`src/rtl/multicycle_ctrl_unit.sv`:
```
// Multicycle control FSM for the FullDMRFALU datapath.
// Accepts one MIPS instruction per valid/ready handshake in IDLE, then walks
// DECODE -> EXEC -> (MEM) -> (WB) issuing one-cycle register/memory strobes.
// Field outputs are slices of the latched instruction register.
module multicycle_ctrl_unit #(
  parameter int REG_AW  = 5,
  parameter int IMM_W   = 16,
  parameter int ADDI_EN = 1
) (
  input  logic              clk,
  input  logic              rst,
  input  logic [31:0]       instr,
  input  logic              instr_valid,
  output logic              instr_ready,
  input  logic              Zero,
  output logic [REG_AW-1:0] rs,
  output logic [REG_AW-1:0] rt,
  output logic [REG_AW-1:0] rd,
  output logic [IMM_W-1:0]  SEin,
  output logic [5:0]        FuncCode,
  output logic              Regsel,
  output logic              ALUsel,
  output logic [1:0]        ALUOp,
  output logic              MemRead,
  output logic              MemWrite,
  output logic              MemToRegSel,
  output logic              RegWrite,
  output logic              done,
  output logic              branch_taken,
  output logic              illegal
);

  typedef enum logic [2:0] {
    S_IDLE   = 3'd0,
    S_DECODE = 3'd1,
    S_EXEC   = 3'd2,
    S_MEM    = 3'd3,
    S_WB     = 3'd4
  } state_t;

  localparam logic [5:0] OP_RTYPE = 6'b000000;
  localparam logic [5:0] OP_LW    = 6'b100011;
  localparam logic [5:0] OP_SW    = 6'b101011;
  localparam logic [5:0] OP_ADDI  = 6'b001000;
  localparam logic [5:0] OP_BEQ   = 6'b000100;

  state_t      state_reg, state_next;
  logic [31:0] ir_reg;

  logic [5:0] opcode;
  logic       is_r, is_lw, is_sw, is_addi, is_beq, is_legal;

  // State register and instruction latch; IR only loads on an IDLE handshake
  always_ff @(posedge clk or posedge rst) begin
    if (rst) begin
      state_reg <= S_IDLE;
      ir_reg    <= 32'd0;
    end else begin
      state_reg <= state_next;
      if (state_reg == S_IDLE && instr_valid)
        ir_reg <= instr;
    end
  end

  // Opcode classification of the latched instruction
  always_comb begin
    opcode   = ir_reg[31:26];
    is_r     = (opcode == OP_RTYPE);
    is_lw    = (opcode == OP_LW);
    is_sw    = (opcode == OP_SW);
    is_addi  = (opcode == OP_ADDI) && (ADDI_EN != 0);
    is_beq   = (opcode == OP_BEQ);
    is_legal = is_r | is_lw | is_sw | is_addi | is_beq;
  end

  assign rs          = REG_AW'(ir_reg[25:21]);
  assign rt          = REG_AW'(ir_reg[20:16]);
  assign rd          = REG_AW'(ir_reg[15:11]);
  assign SEin        = IMM_W'(ir_reg[15:0]);
  assign FuncCode    = ir_reg[5:0];
  assign instr_ready = (state_reg == S_IDLE);

  // Moore datapath selects: stable for the whole instruction, zero in IDLE
  always_comb begin
    Regsel      = 1'b0;
    ALUsel      = 1'b0;
    ALUOp       = 2'b00;
    MemToRegSel = 1'b0;
    if (state_reg != S_IDLE) begin
      if (is_r) begin
        Regsel = 1'b1;
        ALUOp  = 2'b10;
      end else if (is_lw || is_sw || is_addi) begin
        ALUsel = 1'b1;
      end else if (is_beq) begin
        ALUOp  = 2'b01;
      end
      MemToRegSel = is_lw;
    end
  end

  // Next-state sequencing and one-cycle strobes
  always_comb begin
    state_next   = state_reg;
    MemRead      = 1'b0;
    MemWrite     = 1'b0;
    RegWrite     = 1'b0;
    done         = 1'b0;
    branch_taken = 1'b0;
    illegal      = 1'b0;
    case (state_reg)
      S_IDLE: begin
        if (instr_valid)
          state_next = S_DECODE;
      end
      S_DECODE: begin
        if (is_legal) begin
          state_next = S_EXEC;
        end else begin
          illegal    = 1'b1;
          done       = 1'b1;
          state_next = S_IDLE;
        end
      end
      S_EXEC: begin
        if (is_r || is_addi) begin
          state_next = S_WB;
        end else if (is_lw || is_sw) begin
          state_next = S_MEM;
        end else begin
          // beq finishes here with the datapath compare result
          branch_taken = is_beq & Zero;
          done         = 1'b1;
          state_next   = S_IDLE;
        end
      end
      S_MEM: begin
        if (is_lw) begin
          MemRead    = 1'b1;
          state_next = S_WB;
        end else begin
          MemWrite   = is_sw;
          done       = 1'b1;
          state_next = S_IDLE;
        end
      end
      S_WB: begin
        RegWrite   = 1'b1;
        done       = 1'b1;
        state_next = S_IDLE;
      end
      default: state_next = S_IDLE;
    endcase
  end

endmodule

```
`config.mk`:
```
export PLATFORM = sky130hd
export DESIGN_NAME = multicycle_ctrl_unit
export DESIGN_NICKNAME = d
export VERILOG_FILES = /design/src/rtl/multicycle_ctrl_unit.sv
export SDC_FILE = /design/constraint.sdc
export NUM_CORES = 1
export LEC_CHECK = 0
export CAP_MARGIN = 20
export CORE_ASPECT_RATIO = 0.75
export CORE_MARGIN = 2
export CORE_UTILIZATION = 46
export DETAILED_ROUTE_END_ITERATION = 12
export MAX_ROUTING_LAYER = met4
export PLACE_DENSITY = 0.95
export SETUP_SLACK_MARGIN = 0.1
export SLEW_MARGIN = 20
export SYNTH_ARGS = -nofsm -noshare
export SYNTH_HDL_FRONTEND = slang
export SYNTH_SLANG_ARGS = --single-unit
```
`constraint.sdc`:
```
create_clock -name clk -period 4.1 [get_ports clk]
set_input_delay 1.23 -clock clk [delete_from_list [all_inputs] [get_ports clk]]
set_output_delay 1.23 -clock clk [all_outputs]
set_load 0.02 [all_outputs]
```
==> flow_summary.toml, run 1 <==
[timing]
report.final.slew_viol_count = 0
finClkSkew_ps = 2.51
worst_hold_slack_ps = 484
period_minus_slack_ps = 3860
maxSlewHeadroom = 0.557
setup_viol = 0
max_freq_mhz = 259
tightest_slew_ps = 664
finalHoldViolCount = 0
setup_tns_ps = 0
rsz0062_at_grt = "false"
fin_crit_sh = 0.941

[clock_network]
clk_latency_ps = 270
path_clk_slew_ps = 70
tritoncts = "yes"
cts_max_level = 2
cts_max_path_buffers = 2
root_buffer = "clkbuf_8"
cts_setup_buffers = 0
tritoncts.num_buffers = 5
postCtsHoldBufs = 0
clock-sinks = 35
cts_resized = 0

[job]
max_cap_viol_count = 0

[outcome]
status = "complete, no violations"

[yosys]
synth_edf_count = 0
ys.flop_type = "dfrtp_1"
synth.avg_cell_area_um2 = 12.9
synthesis.area_um2 = 1970
synth_commonest_cells = "buf_4, dfrtp_1, mux2_4"
synth_most_common_cell = "buf_4"
yosys.area.top_type = "dfrtp_1"
synth-seq-cells = 35
ys_warn_count = 0
synth_top_area_frac = 0.444
yosys.cell_types.count = 32
synth_area_leaders = "dfrtp_1, mux2_4, buf_4, buf_12, mux2_1"
netlist_instances = 153
synthArstFlopShare = 1.00
ys_seq_area_frac = 0.444
syn_nets = 189

[setup_path]
crit_type = "primary input to output pin"
regToRegSetupSlack_ps = 2150
required_ps = 2870
arrival_ps = 2630
endpoint_kind = "output pin"
start_kind = "primary input"
crit_fanout = 1

[final_layout]
diodes = 0
layout-drive-gt1-share = 0.204
largest_reg_flops = 32
syn2layout_area_growth_pct = 34.3
fin_area_um2 = 2650
fillers = 320
fin_nets = 236

[floorplan]
io_pins = 85
initial_utilization = 0.484
die_x_um = 79.7
core-area_um2 = 4080
die-area_um2 = 4840
row_count = 20
chipHeight_um = 60.7

[global_route]
grt_pass1_vias = 1240
grt_pass1_wl_mm = 6.11
grt_max_degree = 34
antenna_found_initial = 0
gr-total-overflow = 0
grt_usage = 0.172

[placed_design]
hpwlAfterDp_mm = 2.86
place.port_buffers = 84
gp_congestion = 0.884
dpl_cell_area_um2 = 2520

[min_path]
hold_path_class = "flip-flop to flip-flop"

[route]
drt_iter0_markers = 33
via_per_inst = 4.79
routed_wl_mm = 3.83
via_count = 1225
dr.pass1.iters = 4
wl_per_cell_um = 15.0
ant_nets = 0
drcViolationCount = 0

[power]
ir_drop_mv = 0.289
power_per_cell_area_nw_per_um2 = 510
p_leak_nw = 1.13
## layer usage
layer | share of wire | GRT usage | wire length, µm
met5 | 0 | - | 0
met4 | 0.0031 | 0.0222 | 12
met3 | 0.089 | 0.0551 | 342
met2 | 0.46 | 0.288 | 1770
met1 | 0.45 | 0.212 | 1710
## layout make-up
type                    instances  area, µm²  area share
clock buffers                   6       72.6      0.0274
flip-flops and latches         35        876       0.330
clock inverters                 2       60.1      0.0226
inverters                       2       7.51     0.00283
well taps                      55       68.8      0.0259
repair buffers                 85        848       0.320
multi-input cells              71        719       0.271
## per-stage QoR
step / total power, mW / util / cells / setup WS (ps)
floorplan: 0.892 / - / 153 / 965
global placement: 0.987 / 0.618 / 248 / 322
detailed placement: 1.00 / 0.618 / 248 / 259
CTS: 1.37 / 0.650 / 256 / 249
global route: 1.42 / 0.650 / 256 / 156
finish: 1.35 / 0.650 / 256 / 241
## critical path: stages
cell and delay (ps):
clkdlybuf4s50_1 460, nand2_1 50, nor4_1 220, clkdlybuf4s50_1 670
## path summary, 6_finish.rpt
kind                                end  depth (start not counted)          from
min reg2reg                   ir_reg[7]                          1     ir_reg[7]
max reg2reg                   ir_reg[5]                          3  state_reg[1]
max in group asynchronous    ir_reg[11]                          3           rst
max                        branch_taken                          4          Zero
min                           ir_reg[7]                          1     ir_reg[7]
min in group asynchronous    ir_reg[17]                          2           rst
## kinds of logic after synthesis
group	Yosys count	synth area share
flip-flops	35	0.444
AND/OR/NAND/NOR	31	0.0938
buffers and inverters	47	0.192
AO/OA/AOI/OAI	8	0.0355
multiplexers	32	0.235
## where the power goes
group | total [mW] | switching, mW | leakage [nW] | internal [mW]
Clock | 0.363 | 0.120 | 0.0654 | 0.243
Combinational | 0.514 | 0.222 | 0.647 | 0.292
Sequential | 0.477 | 0.0607 | 0.414 | 0.417
Total | 1.35 | 0.402 | 1.13 | 0.951
## cells in the final DEF (no fill, tap or decap), drive strengths merged, types with 2 or more instances in the layout
| cell | instances |
|---|---|
| clkbuf | 6 |
| clkdlybuf4s50 | 84 |
| and3 | 2 |
| nand2 | 5 |
| inv | 2 |
| a21oi | 3 |
| bufinv | 2 |
| nor2 | 6 |
| nor3b | 2 |
| dfrtp | 35 |
| nor4 | 2 |
| nor3 | 6 |
| nand2b | 2 |
| mux2 | 31 |
Power figures use the tool's default switching activity.
==> run 2: changes to the inputs <==
--- a/config.mk
+++ b/config.mk
@@ -7,7 +7,7 @@
 export LEC_CHECK = 0
 export CAP_MARGIN = 20
 export CORE_ASPECT_RATIO = 0.75
-export CORE_MARGIN = 2
+export CORE_MARGIN = 5
 export CORE_UTILIZATION = 46
 export DETAILED_ROUTE_END_ITERATION = 12
 export MAX_ROUTING_LAYER = met4
==> run 2 against run 1 <==
First-iteration DRC count down 15%. Wire length up 3.2%. Worst setup slack better by 43 ps. Critical endpoint unchanged. Largest power group unchanged.
==> flow_summary.toml, run 2 (synthesis gave the netlist of run 1 again) <==
[timing]
max_freq_mhz = 262
maxSlewHeadroom = 0.576
fin_crit_sh = 0.931
report.final.slew_viol_count = 0
finClkSkew_ps = 6.95
period_minus_slack_ps = 3820
tightest_slew_ps = 636
rsz0062_at_grt = "false"
finalHoldViolCount = 0
setup_tns_ps = 0
setup_viol = 0

[global_route]
grt_pass1_vias = 1293
antenna_found_initial = 0
grt_usage = 0.150
grt_pass1_wl_mm = 6.35
gr-total-overflow = 0
grt_max_degree = 34

[setup_path]
regToRegSetupSlack_ps = 2140
worstRegToRegCells = 3
start_kind = "primary input"
timing.rr.end = "ir_reg[7]"
crit_type = "primary input to output pin"
crit_fanout = 1
endpoint = "branch_taken"
cp-startpoint = "Zero"
required_ps = 2870
r2r-start = "state_reg[1]"
endpoint_kind = "output pin"
arrival_ps = 2590

[clock_network]
cts_setup_buffers = 0
cts_max_path_buffers = 2
clock-sinks = 35
tritoncts.num_buffers = 5
path_clk_slew_ps = 80
clk_latency_ps = 290
cts_resized = 0
tritoncts = "yes"
root_buffer = "clkbuf_8"
cts_max_level = 2
postCtsHoldBufs = 0

[final_layout]
multiInputGateArea_um2 = 719
diodes = 0
layout_common_cells = "clkdlybuf4s50_1, dfrtp_1, mux2_4"
fin_nets = 236
final_common_cell = "clkdlybuf4s50_1"
fin_area_um2 = 2630
syn2layout_area_growth_pct = 33.3
regArea_um2 = 876
fillers = 313
largest_reg_flops = 32
layout-drive-gt1-share = 0.209

[floorplan]
row_count = 20
initial_utilization = 0.481
die-area_um2 = 5720
core-area_um2 = 4100
io_pins = 85
chipHeight_um = 66.7
die_x_um = 85.7

[route]
wl_per_cell_um = 15.5
ant_nets = 0
routed_wl_mm = 3.96
drt_iter0_markers = 28
via_count = 1224
via_per_inst = 4.78
dr.pass1.iters = 4
drcViolationCount = 0

[placed_design]
gp_congestion = 0.860
place.port_buffers = 84
hpwlAfterDp_mm = 2.99
dpl_cell_area_um2 = 2520

[power]
power_per_cell_area_nw_per_um2 = 494
ir_drop_mv = 0.282
p_leak_nw = 1.12

[outcome]
status = "complete, no violations"

[min_path]
hold_path_class = "flip-flop to flip-flop"

[job]
max_cap_viol_count = 0
-- run 2: metrics by stage --
stage                     utilization  hold WS [ps]  cells  total power, mW  setup slack, ps
final                           0.641           498    256             1.30              284
after global routing            0.641           532    256             1.36              172
after CTS                       0.641           501    256             1.32              282
after detailed placement        0.614           483    248             1.00              282
after global placement          0.614           469    248            0.989              263
after floorplan                     -           459    153            0.892              965
-- run 2: final cells by class --
| type | count | area share |
|---|---|---|
| clock inverter | 3 | 0.0166 |
| clock buffer | 5 | 0.0261 |
| tap | 55 | 0.0261 |
| inverter | 2 | 0.00285 |
| sequential | 35 | 0.333 |
| multi-input combinational | 71 | 0.273 |
| timing repair buffer | 85 | 0.322 |
-- run 2: worst min path at each step --
stage | startpoint | slack, ps | end | cells after the start
finish | ir_reg[6] | 500 | ir_reg[6] | 1
global route | ir_reg[17] | 530 | ir_reg[17] | 1
CTS | ir_reg[6] | 500 | ir_reg[6] | 1
detailed placement | ir_reg[6] | 480 | ir_reg[6] | 1
global placement | ir_reg[6] | 470 | ir_reg[6] | 1
floorplan | ir_reg[6] | 460 | ir_reg[6] | 1
-- run 2: worst max-delay path, stage by stage --
cell and delay, ps:
clkdlybuf4s50_1 460, nand2_1 50, nor4_1 170, clkdlybuf4s50_1 680
-- run 2: report_power, final --
group / switching, mW / leakage, nW / internal, mW
clock network: 0.130 / 0.0581 / 0.181
registers: 0.0604 / 0.414 / 0.416
logic: 0.222 / 0.647 / 0.292
-- run 2: layer usage --
| layer | vias up | wire length, µm | track usage |
|---|---|---|---|
| met4 | 0 | 61 | 0.0652 |
| li1 | 577 | - | - |
| met3 | 7 | 302 | 0.0408 |
| met5 | - | 0 | - |
| met1 | 583 | 1860 | 0.189 |
| met2 | 57 | 1740 | 0.229 |
